**src/rtl/rxpfc_pkg.sv**
```systemverilog
// rxpfc_pause shared constants, parser states and field helpers.
// Optional statistics are enabled with RXPFC_STATS_EN.
package rxpfc_pkg;

   localparam logic [47:0] CTRL_DA  = 48'h0180_C200_0001;
   localparam logic [15:0] CTRL_ET  = 16'h8808;
   localparam logic [15:0] OP_PAUSE = 16'h0001;
   localparam logic [15:0] OP_PFC   = 16'h0101;

   typedef enum logic [2:0] {
      S_IDLE,
      S_HDR,
      S_P0,
      S_P1,
      S_P2,
      S_EOP,
      S_SKIP
   } state_t;

   // Big-endian 16-bit field from byte pair (2k, 2k+1) of a beat
   function automatic logic [15:0] pair(input logic [63:0] d,
                                        input int unsigned k);
      logic [63:0] s;
      s = d >> (16 * k);
      return {s[7:0], s[15:8]};
   endfunction

   function automatic logic [47:0] da_of(input logic [63:0] d);
      return {d[7:0], d[15:8], d[23:16], d[31:24], d[39:32], d[47:40]};
   endfunction

   function automatic logic [31:0] sat_inc(input logic [31:0] v);
      return (v == 32'hFFFF_FFFF) ? v : v + 32'd1;
   endfunction

endpackage

```
**src/rtl/rxpfc_timer.sv**
```systemverilog
// One per-class pause timer: clear beats load, load beats tick decrement.
module rxpfc_timer #(
   parameter int W = 16
) (
   input  logic         clk,
   input  logic         rst,
   input  logic         load,
   input  logic [W-1:0] load_val,
   input  logic         tick,
   input  logic         clr,
   output logic [W-1:0] count,
   output logic         active
);

   logic [W-1:0] nxt;

   always_comb begin
      nxt = count;
      if (clr)
         nxt = '0;
      else if (load)
         nxt = load_val;
      else if (tick && count != '0)
         nxt = count - 1'b1;
   end

   always_ff @(posedge clk) begin
      if (rst) begin
         count  <= '0;
         active <= 1'b0;
      end else begin
         count  <= nxt;
         active <= |nxt;
      end
   end

endmodule

```
**src/rtl/rxpfc_pause.sv**
```systemverilog
// RX PAUSE / PFC parser with per-class pause timers.
// Define RXPFC_STATS_EN for saturating frame statistics outputs.
module rxpfc_pause
   import rxpfc_pkg::*;
#(
   parameter int NUM_CLASSES = 8,
   parameter int QUANTA_W    = 16,
   parameter int SUBQ_W      = 8
) (
   input  logic                   clk,
   input  logic                   rst,
   input  logic [63:0]            tdata_i,
   input  logic [7:0]             tkeep_i,
   input  logic                   tvalid_i,
   input  logic                   tlast_i,
   input  logic                   tuser_i,
   output logic                   tuser_o,
   input  logic                   cfg_rx_pause_enable,
   input  logic                   cfg_pfc_enable,
   input  logic                   cfg_drop_ctrl,
   input  logic [SUBQ_W-1:0]      cfg_sub_quanta_count,
   output logic [NUM_CLASSES-1:0] rx_pause_active
`ifdef RXPFC_STATS_EN
   ,
   output logic [31:0]            stat_pause_frames,
   output logic [31:0]            stat_pfc_frames,
   output logic [31:0]            stat_bad_ctrl
`endif
);

   state_t             state, nxt;
   logic [15:0]        opcode, quanta;
   logic [7:0]         cev;
   logic [15:0]        tm [8];
   logic [SUBQ_W-1:0]  pre, n_m1;
   logic [QUANTA_W-1:0] cnt [NUM_CLASSES];
   logic               eop, consume, any_nz, running, tick;
   logic               unused_ok;

   assign unused_ok = ^tkeep_i;

   assign eop     = (state == S_EOP) && tvalid_i && tlast_i;
   assign consume = eop && tuser_i;
   assign tuser_o = tuser_i & ~(eop & cfg_drop_ctrl);

   always_comb begin
      nxt = state;
      if (tvalid_i) begin
         unique case (state)
            S_IDLE:
               nxt = (da_of(tdata_i) == CTRL_DA) ? S_HDR : S_SKIP;
            S_HDR:
               nxt = (pair(tdata_i, 2) == CTRL_ET) ? S_P0 : S_SKIP;
            S_P0:
               if (opcode == OP_PAUSE && cfg_rx_pause_enable)
                  nxt = S_EOP;
               else if (opcode == OP_PFC && cfg_pfc_enable)
                  nxt = S_P1;
               else
                  nxt = S_SKIP;
            S_P1:    nxt = S_P2;
            S_P2:    nxt = S_EOP;
            S_EOP:   nxt = S_EOP;
            S_SKIP:  nxt = S_SKIP;
            default: nxt = S_IDLE;
         endcase
         if (tlast_i)
            nxt = S_IDLE;
      end
   end

   always_ff @(posedge clk) begin
      if (rst) begin
         state  <= S_IDLE;
         opcode <= '0;
         quanta <= '0;
         cev    <= '0;
         for (int i = 0; i < 8; i++)
            tm[i] <= '0;
      end else begin
         state <= nxt;
         if (tvalid_i) begin
            if (state == S_HDR)
               opcode <= pair(tdata_i, 3);
            if (state == S_P0) begin
               quanta <= pair(tdata_i, 0);
               cev    <= tdata_i[15:8];
               tm[0]  <= pair(tdata_i, 1);
               tm[1]  <= pair(tdata_i, 2);
               tm[2]  <= pair(tdata_i, 3);
            end
            if (state == S_P1) begin
               tm[3] <= pair(tdata_i, 0);
               tm[4] <= pair(tdata_i, 1);
               tm[5] <= pair(tdata_i, 2);
               tm[6] <= pair(tdata_i, 3);
            end
            if (state == S_P2)
               tm[7] <= pair(tdata_i, 0);
         end
      end
   end

   // Prescaler only runs while some class is paused
   assign n_m1 = (cfg_sub_quanta_count == '0) ? '0
               : cfg_sub_quanta_count - 1'b1;

   always_comb begin
      any_nz = 1'b0;
      for (int i = 0; i < NUM_CLASSES; i++)
         any_nz = any_nz | (|cnt[i]);
   end

   assign running = any_nz && cfg_rx_pause_enable;
   assign tick    = running && (pre == n_m1);

   always_ff @(posedge clk) begin
      if (rst || !running || tick)
         pre <= '0;
      else
         pre <= pre + 1'b1;
   end

   for (genvar i = 0; i < NUM_CLASSES; i++) begin : g_tmr
      logic                ld;
      logic [QUANTA_W-1:0] lv;

      assign ld = consume &&
                  (opcode == OP_PAUSE || (opcode == OP_PFC && cev[i]));
      assign lv = (opcode == OP_PFC) ? QUANTA_W'(tm[i])
                                     : QUANTA_W'(quanta);

      rxpfc_timer #(.W(QUANTA_W)) u_tmr (
         .clk      (clk),
         .rst      (rst),
         .load     (ld),
         .load_val (lv),
         .tick     (tick),
         .clr      (!cfg_rx_pause_enable),
         .count    (cnt[i]),
         .active   (rx_pause_active[i])
      );
   end

`ifdef RXPFC_STATS_EN
   always_ff @(posedge clk) begin
      if (rst) begin
         stat_pause_frames <= '0;
         stat_pfc_frames   <= '0;
         stat_bad_ctrl     <= '0;
      end else if (eop) begin
         if (!tuser_i)
            stat_bad_ctrl <= sat_inc(stat_bad_ctrl);
         else if (opcode == OP_PAUSE)
            stat_pause_frames <= sat_inc(stat_pause_frames);
         else if (opcode == OP_PFC)
            stat_pfc_frames <= sat_inc(stat_pfc_frames);
      end
   end
`endif

endmodule
```
**config.mk**
```make
export PLATFORM = sky130hd
export DESIGN_NAME = rxpfc_pause
export DESIGN_NICKNAME = d
export VERILOG_FILES = /design/src/rtl/rxpfc_pkg.sv /design/src/rtl/rxpfc_timer.sv /design/src/rtl/rxpfc_pause.sv
export SDC_FILE = /design/constraint.sdc
export NUM_CORES = 1
export LEC_CHECK = 0
export CAP_MARGIN = 20
export CORE_UTILIZATION = 60
export DETAILED_ROUTE_END_ITERATION = 6
export HOLD_SLACK_MARGIN = 0.05
export PLACE_DENSITY_LB_ADDON = 0.05
export SLEW_MARGIN = 20
export SYNTH_ARGS = -nofsm -noshare
export SYNTH_HDL_FRONTEND = slang
export SYNTH_SLANG_ARGS = --single-unit
```
**constraint.sdc**
```tcl
create_clock -name clk -period 4.4 [get_ports clk]
set_clock_uncertainty 0.2 [all_clocks]
set_input_delay 0.44 -clock clk [delete_from_list [all_inputs] [get_ports clk]]
set_output_delay 0.44 -clock clk [all_outputs]
set_load 0.1 [all_outputs]
```
==> impl_results.rst, run 1 <==
.. list-table::
   :header-rows: 1

   * - Metric
     - Value
   * - Worst r2r path cells
     - 12
   * - Avg Synthesized Cell Area
     - between 8 and 9 sq um
   * - Nets in the synthesized netlist
     - between 1500 and 2000
   * - Total of endpoints with negative setup slack in the final report
     - 0
   * - Number of enable flip-flop cells after synthesis
     - ~130
   * - Residual DRC
     - 0
   * - Total of flip-flops plus latches after synthesis
     - 307
   * - Startpoint types
     - flip-flop
   * - Warnings from Yosys
     - 0
   * - Antenna diode instance count
     - 0
   * - Endpoint kind of the worst setup timing path
     - flip-flop
   * - Residual overflow from global routing
     - 0
   * - Maximum fanout along the worst path
     - 6
   * - Number of clock sinks
     - 307
   * - Row cnt
     - 60
   * - Area of the core region
     - about 27000 sq um
   * - Layout overhead on the synthesized area
     - 15.3%
   * - Half-perimeter wire length after detailed placement
     - roughly 37000 um
   * - Hold path startpoint
     - cfg_rx_pause_enable
   * - Number of port buffers
     - between 80 and 90
   * - Initial DRC count
     - 1778
   * - Via count
     - roughly 15000
   * - Hold violation count in the final report
     - 0
   * - Remaining number of nets flagged by the antenna check after routing
     - 0
   * - Cell leakage power
     - between 7 and 8 nW
   * - DIE HEIGHT
     - between 150 and 200 um
   * - TritonRoute pass-1 iters
     - 5
   * - Crit path DAT
     - 4350 ps
   * - Number of global-route vias before repair
     - about 14000
   * - Quantity of hold-fixing buffers added after cts
     - 0
   * - MaxCap Viol Count
     - 0
   * - Final Net Count
     - 2061
   * - Share of the cycle needed by the critical path after routing
     - 0.943
   * - Number of gates resized after cts
     - 0
   * - Clock tree from TritonCTS
     - done
   * - Max Transition Viols Final
     - 0
   * - Final hold slack
     - ~160 ps
   * - Wire length per cell after detailed routing
     - roughly 22 um
   * - Total clock buffers created by CTS
     - 34
   * - Worst supply voltage drop on vdd
     - between 0.0003 and 0.0004 V
   * - Minimum setup slack among reg-to-reg paths
     - roughly 250 ps
   * - Clock Pin Slew Worst Setup and Hold Paths
     - roughly 60 ps
   * - Post-layout worst setup margin
     - 250 ps
   * - Final critical-path required period
     - approximately 4200 ps
   * - Wire length of the first global-routing pass
     - about 78000 um
   * - Unique masters post-synth
     - 65
   * - Ports placed on the boundary
     - 97
   * - Worst reg2reg path startpoint
     - g_tmr[3].u_tmr.count[3]
   * - Status
     - finished clean
   * - Post-detailed-routing wire length
     - 51200 um
   * - Syn Std Cell Area
     - ~17000 sq um
   * - Transition time of the tightest slew-check pin
     - around 1100 ps
   * - Pin count of the biggest net entering global routing
     - 117
   * - Share of synthesized area occupied by flip-flops and latches
     - 0.449
   * - Endpoint of the worst hold-timing path
     - g_tmr[1].u_tmr.count[11]
   * - Class of the tightest hold or removal check
     - in -> reg
   * - Top_reg_cell synth
     - dfxtp_1
   * - RSZ-0062 raised after global routing
     - false
   * - Depth of the worst hold-timing path
     - 3
   * - Number of antenna violations at the first check in global routing
     - 0
   * - Worst flop-to-flop path endpoint
     - g_tmr[1].u_tmr.active
   * - Syn Inst Count
     - 1878
   * - Worst-case clock buffer depth
     - 3
   * - Power per standard cell area
     - roughly 320 nW/um^2
   * - Async SR Flop Fraction
     - 0
   * - Layout cells sized above 1
     - 0.0864
   * - Startpoint-to-endpoint class of the critical path
     - reg -> reg
   * - Req. time, crit path
     - 4600 ps
   * - All-Layer GR Usage
     - 0.361
   * - Buffer cell driving the clock tree root
     - clkbuf_16
   * - Global placer's final weighted congestion
     - a little under 1
   * - Starting density of the core
     - 0.612
   * - Worst relative slew slack
     - 0.233
   * - Clock insertion delay at the later pin of the skew report
     - roughly 520 ps
   * - Post-route total power
     - about 6 mW
   * - Number of H-tree branching levels
     - 2
   * - Pre-CTS setup slack
     - -175 ps
   * - Achievable clock frequency
     - around 240 MHz
   * - Die area
     - roughly 28000 sq um
   * - Die width
     - approximately 170 um
   * - Average via count per standard cell
     - 6.40
   * - Setup bufs post-CTS
     - 0
## cells by family (layout without fill, tap and decap cells)
kind of cell	Yosys count	in the layout	synth area share
AND/OR/NAND/NOR	892	892	0.287
AO/OA/AOI/OAI	377	377	0.145
flip-flops	307	307	0.449
buffers and inverters	161	262	0.0396
XOR/XNOR	117	117	0.0619
adder cells (fa/ha/maj)	17	17	0.0129
multiplexers	7	7	0.00431
## per-stage QoR
step | setup TNS (ps) | utilization | std cells | area, sq um
6_report | 0 | 0.706 | 2320 | 19100
5_1_grt | 0 | 0.706 | 2320 | 19100
4_1_cts | 0 | 0.706 | 2320 | 19100
3_5_place_dp | -187 | 0.667 | 2261 | 18000
3_3_place_gp | -21.0 | 0.667 | 2261 | 18000
2_1_floorplan | 0 | - | 1878 | 16500
## per-layer routing
metal	wire, um	GRT usage	up-vias
met1	22600	0.551	7034
li1	-	-	6886
met3	5840	0.0668	79
met5	0	0	-
met4	917	0.0798	0
met2	21900	0.530	846
## cell type report
type	count	area [sq um]
sequential	307	7430
inverter	30	113
clock inverter	8	42.5
fill	2167	7950
timing repair buffer	173	1570
multi-input combinational	1410	8480
tap	341	427
clock buffer	51	1020
## worst max-delay path: stages (launching register included)
cell      delay, ps
dfxtp_1         370
or4_4           580
or3_4           370
or4_4           540
or3_1           390
or3_4           400
nor4_4          310
or4_4           210
nor4_2           40
xor2_1          160
o211ai_2        170
a41oi_1         130
buf_4           180
## placed cells by master (no fill, tap or decap), drive strengths merged, types with 50 or more instances in the layout
master         instances
a211oi                69
nor2b                 90
clkbuf                51
buf                   88
and2                 104
edfxtp               128
xor2                  54
a21oi                160
nand2                187
xnor2                 63
clkdlybuf4s50         85
nor3                  50
dfxtp                179
nor2                 191
## cells in the mapped netlist, types with 9 or more instances
cell type    n  share of area
or3_1       18         0.0068
inv_1       30         0.0068
edfxtp_1   128           0.23
a21oi_1    160          0.048
nand3_1     47          0.014
and2_1     104          0.039
nor3b_1     12         0.0054
and4_1      16         0.0085
nand4_1     30          0.011
buf_4        9         0.0041
a211oi_1    69          0.031
xnor2_1     63          0.033
and3_1      17         0.0064
buf_1       22         0.0050
clkbuf_1    91          0.021
a31oi_1     16         0.0060
nand2_1    187          0.042
xor2_1      54          0.029
nand2b_1    18         0.0068
ha_1        17          0.013
nor2_1     191          0.043
nor4b_1     12         0.0064
o21ai_0     29         0.0088
dfxtp_1    179           0.22
nor3_1      50          0.015
or4_1       16         0.0073
nor4_1      41          0.016
nor2b_1     90          0.034
o211ai_1    47          0.021
## where the power goes
part / leakage [nW] / internal (mW) / switching, mW
registers: 2.75 / 3.03 / 0.0219
clock network: 0.522 / 1.59 / 1.12
logic: 3.76 / 0.129 / 0.221
total: 7.03 / 4.75 / 1.36
## how the worst max path moves through the flow
stage / startpoint / endpoint / slack (ps) / depth (start not counted)
floorplan: cfg_sub_quanta_count[0] / g_tmr[5].u_tmr.active / 320 / 16
global route: cfg_sub_quanta_count[3] / g_tmr[0].u_tmr.active / 70 / 13
finish: g_tmr[3].u_tmr.count[3] / g_tmr[1].u_tmr.active / 250 / 12
global placement: cfg_sub_quanta_count[5] / g_tmr[5].u_tmr.active / -20 / 13
detailed placement: cfg_sub_quanta_count[5] / g_tmr[0].u_tmr.active / -170 / 13
CTS: g_tmr[3].u_tmr.count[3] / g_tmr[1].u_tmr.active / 240 / 12
## registers in the layout, indices dropped and copies added (netlist names)
| signal | cells |
|---|---|
| opcode | 16 |
| g_tmr.u_tmr.active | 8 |
| quanta | 16 |
| g_tmr.u_tmr.count | 128 |
| pre | 8 |
| state | 3 |
| tm | 128 |
No activity file was read; power rests on OpenSTA's default activity.
==> run 2: changes to the inputs <==
GPL_ROUTABILITY_DRIVEN = 0   (was default)
==> run 2 against run 1 <==
Against the previous run: critical path depth is the same; sequential cell count is the same; critical endpoint unchanged; clock power barely moved; final area decreased by 0.20%; worst hold slack better by 30 ps; via count increased by 0.13%; highest routed layer unchanged; core utilization is 0.14 points lower.
==> impl_results.rst, run 2 (synthesis gave the netlist of run 1 again) <==
.. list-table::
   :header-rows: 1

   * - Metric
     - Value
   * - Total clock buffers created by CTS
     - 35 (+2.9%)
   * - Residual overflow from global routing
     - 0 (unchanged)
   * - Worst relative slew slack
     - 0.307 (+0.0738)
   * - Quantity of hold-fixing buffers added after cts
     - 0 (unchanged)
   * - Transition time of the tightest slew-check pin
     - 1040 ps (-111 ps)
   * - Setup bufs post-CTS
     - 0 (unchanged)
   * - Endpoint kind of the worst setup timing path
     - flip-flop
   * - Layout cells sized above 1
     - 0.0848 (-0.00156)
   * - Commonest cells after routing, fill and taps aside
     - nor2_1 (189), nand2_1 (187), dfxtp_1 (179)
   * - Startpoint-to-endpoint class of the critical path
     - reg -> reg
   * - Number of antenna violations at the first check in global routing
     - 0 (unchanged)
   * - Via count
     - 14900 (+0.13%)
   * - Average via count per standard cell
     - 6.40 (about the same)
   * - Clock tree from TritonCTS
     - done
   * - Pin count of the biggest net entering global routing
     - 83 (-29%)
   * - Portion of total power attributed to combinational logic
     - 0.056 (about the same)
   * - Number of clock sinks
     - 307 (unchanged)
   * - Post-route total power
     - 6.11 mW (-0.12%)
   * - Worst-case clock buffer depth
     - 3 (unchanged)
   * - Total of endpoints with negative setup slack in the final report
     - 0 (unchanged)
   * - Number of global-route vias before repair
     - 13800 (+0.93%)
   * - Number of port buffers
     - 88 (unchanged)
   * - Clock insertion delay at the later pin of the skew report
     - 520 ps (about the same)
   * - Commonest non-fill, non-tap cell in the layout
     - nor2_1
   * - Part of the total power dissipated in sequential elements
     - 0.501 (+0.002)
   * - MaxCap Viol Count
     - 0 (unchanged)
   * - Worst supply voltage drop on vdd
     - 0.000341 V (+2.7%)
   * - Leading registers by flop count
     - g_tmr.u_tmr.count x128, tm x128
   * - Initial DRC count
     - 2179 (+23%)
   * - Antenna diode instance count
     - 0 (unchanged)
   * - Wire length of the first global-routing pass
     - 77600 um (-0.94%)
   * - Status
     - finished clean
   * - Share of the cycle needed by the critical path after routing
     - 0.935 (-0.00843)
   * - Cell leakage power
     - 7.02 nW (-0.15%)
   * - Starting density of the core
     - 0.612 (unchanged)
   * - Wire length per cell after detailed routing
     - 21.7 um (-1.6%)
   * - Final critical-path required period
     - 4110 ps (-37.1 ps)
   * - TritonRoute pass-1 iters
     - 6 (+1)
   * - DIE HEIGHT
     - 168 um (unchanged)
   * - Maximum fanout along the worst path
     - 6 (unchanged)
   * - Startpoint types
     - flip-flop
   * - Number of gates resized after cts
     - 0 (unchanged)
   * - Die area
     - 28200 sq um (unchanged)
   * - Crit path DAT
     - 4310 ps (-40 ps)
   * - Clock Pin Slew Worst Setup and Hold Paths
     - 60 ps (about the same)
   * - All-Layer GR Usage
     - 0.358 (-0.00332)
   * - Switching part of the total
     - 0.227 (+0.00394)
   * - Residual DRC
     - 0 (unchanged)
   * - Number of H-tree branching levels
     - 2 (unchanged)
   * - Layout overhead on the synthesized area
     - 15.0%
   * - Hold violation count in the final report
     - 0 (unchanged)
   * - Area of the core region
     - 27000 sq um (unchanged)
   * - Clock Power Share
     - 0.443 (about the same)
   * - Achievable clock frequency
     - 243 MHz (+0.90%)
   * - Row cnt
     - 60 (unchanged)
   * - Half-perimeter wire length after detailed placement
     - 36300 um (-1.1%)
   * - Net Sw Power
     - 1.39 mW (+1.6%)
   * - Die width
     - 168 um (unchanged)
   * - Remaining number of nets flagged by the antenna check after routing
     - 0 (unchanged)
   * - Cell area after placement
     - 18000 sq um (-0.18%)
   * - Max Transition Viols Final
     - 0 (unchanged)
   * - Class of the tightest hold or removal check
     - in -> reg
   * - Req. time, crit path
     - 4600 ps (about the same)
   * - RSZ-0062 raised after global routing
     - false
   * - Final design area excluding fillers
     - 19000 sq um (-0.20%)
   * - Buffer cell driving the clock tree root
     - clkbuf_16
   * - Power per standard cell area
     - 321 nW/um^2 (about the same)
   * - Internal
     - 4.72 mW (-0.63%)
   * - Final Net Count
     - 2061 (unchanged)
   * - Post-detailed-routing wire length
     - 50500 um (-1.5%)
   * - Ports placed on the boundary
     - 97 (unchanged)
## run 2: changes by cell type in the layout (fill, tap and decap cells not counted), sizes merged
| cell | change |
|---|---|
| clkbuf | -4 |
| clkinv | +7 |
| clkinvlp | -1 |
| inv | -1 |
| buf | -1 |
| bufinv | +1 |
## run 2: path summary, 6_finish.rpt
| path | start | to | slack [ps] | depth (start not counted) |
|---|---|---|---|---|
| worst max-delay path | g_tmr[3].u_tmr.count[3] | g_tmr[1].u_tmr.active | 290 | 12 |
| worst min-delay path | cfg_rx_pause_enable | g_tmr[1].u_tmr.count[11] | 190 | 3 |
| worst max register to register | g_tmr[3].u_tmr.count[3] | g_tmr[1].u_tmr.active | 290 | 12 |
| worst min register to register | quanta[9] | quanta[9] | 250 | 2 |
## run 2: power groups by stage
stage | clock, mW | combinational, mW | sequential [mW]
finish | 2.71 | 0.343 | 3.06
global route | 2.84 | 0.363 | 3.07
CTS | 2.73 | 0.335 | 3.06
detailed placement | 0 | 0.334 | 3.12
global placement | 0 | 0.331 | 3.12
floorplan | 0 | 0.157 | 3.11
## run 2: critical path, cell delays in order (launching register included)
cell	delay, ps
dfxtp_1	370
or4_4	570
or3_4	370
or4_4	540
or3_1	390
or3_4	400
nor4_4	260
or4_4	200
nor4_2	40
xor2_1	160
o211ai_2	170
a41oi_1	120
buf_4	190
## run 2: cell type report
cell class,count,area (sq um)
Timing Repair Buffer,172,1530
Tap cell,341,427
Clock buffer,47,941
Multi-Input combinational cell,1410,8480
Sequential cell,307,7430
Fill cell,2198,7990
Inverter,30,113
Clock inverter,14,113
## run 2: stage by stage
stage / hold slack (ps) / setup TNS [ps] / utilization / std cells / worst slack (ps)
global placement: 237 / -33.6 / 0.665 / 2260 / -15.4
global route: 202 / 0 / 0.704 / 2321 / 93.4
CTS: 160 / 0 / 0.704 / 2321 / 299
detailed placement: 242 / -107 / 0.665 / 2260 / -51.8
finish: 192 / 0 / 0.704 / 2321 / 287
floorplan: 232 / 0 / - / 1878 / 321
## run 2: layer usage
layer	share of wire	vias up	track usage
li1	-	6889	-
met1	0.44	7053	0.536
met2	0.43	840	0.527
met3	0.11	83	0.0748
met4	0.021	0	0.0866
met5	0	-	0
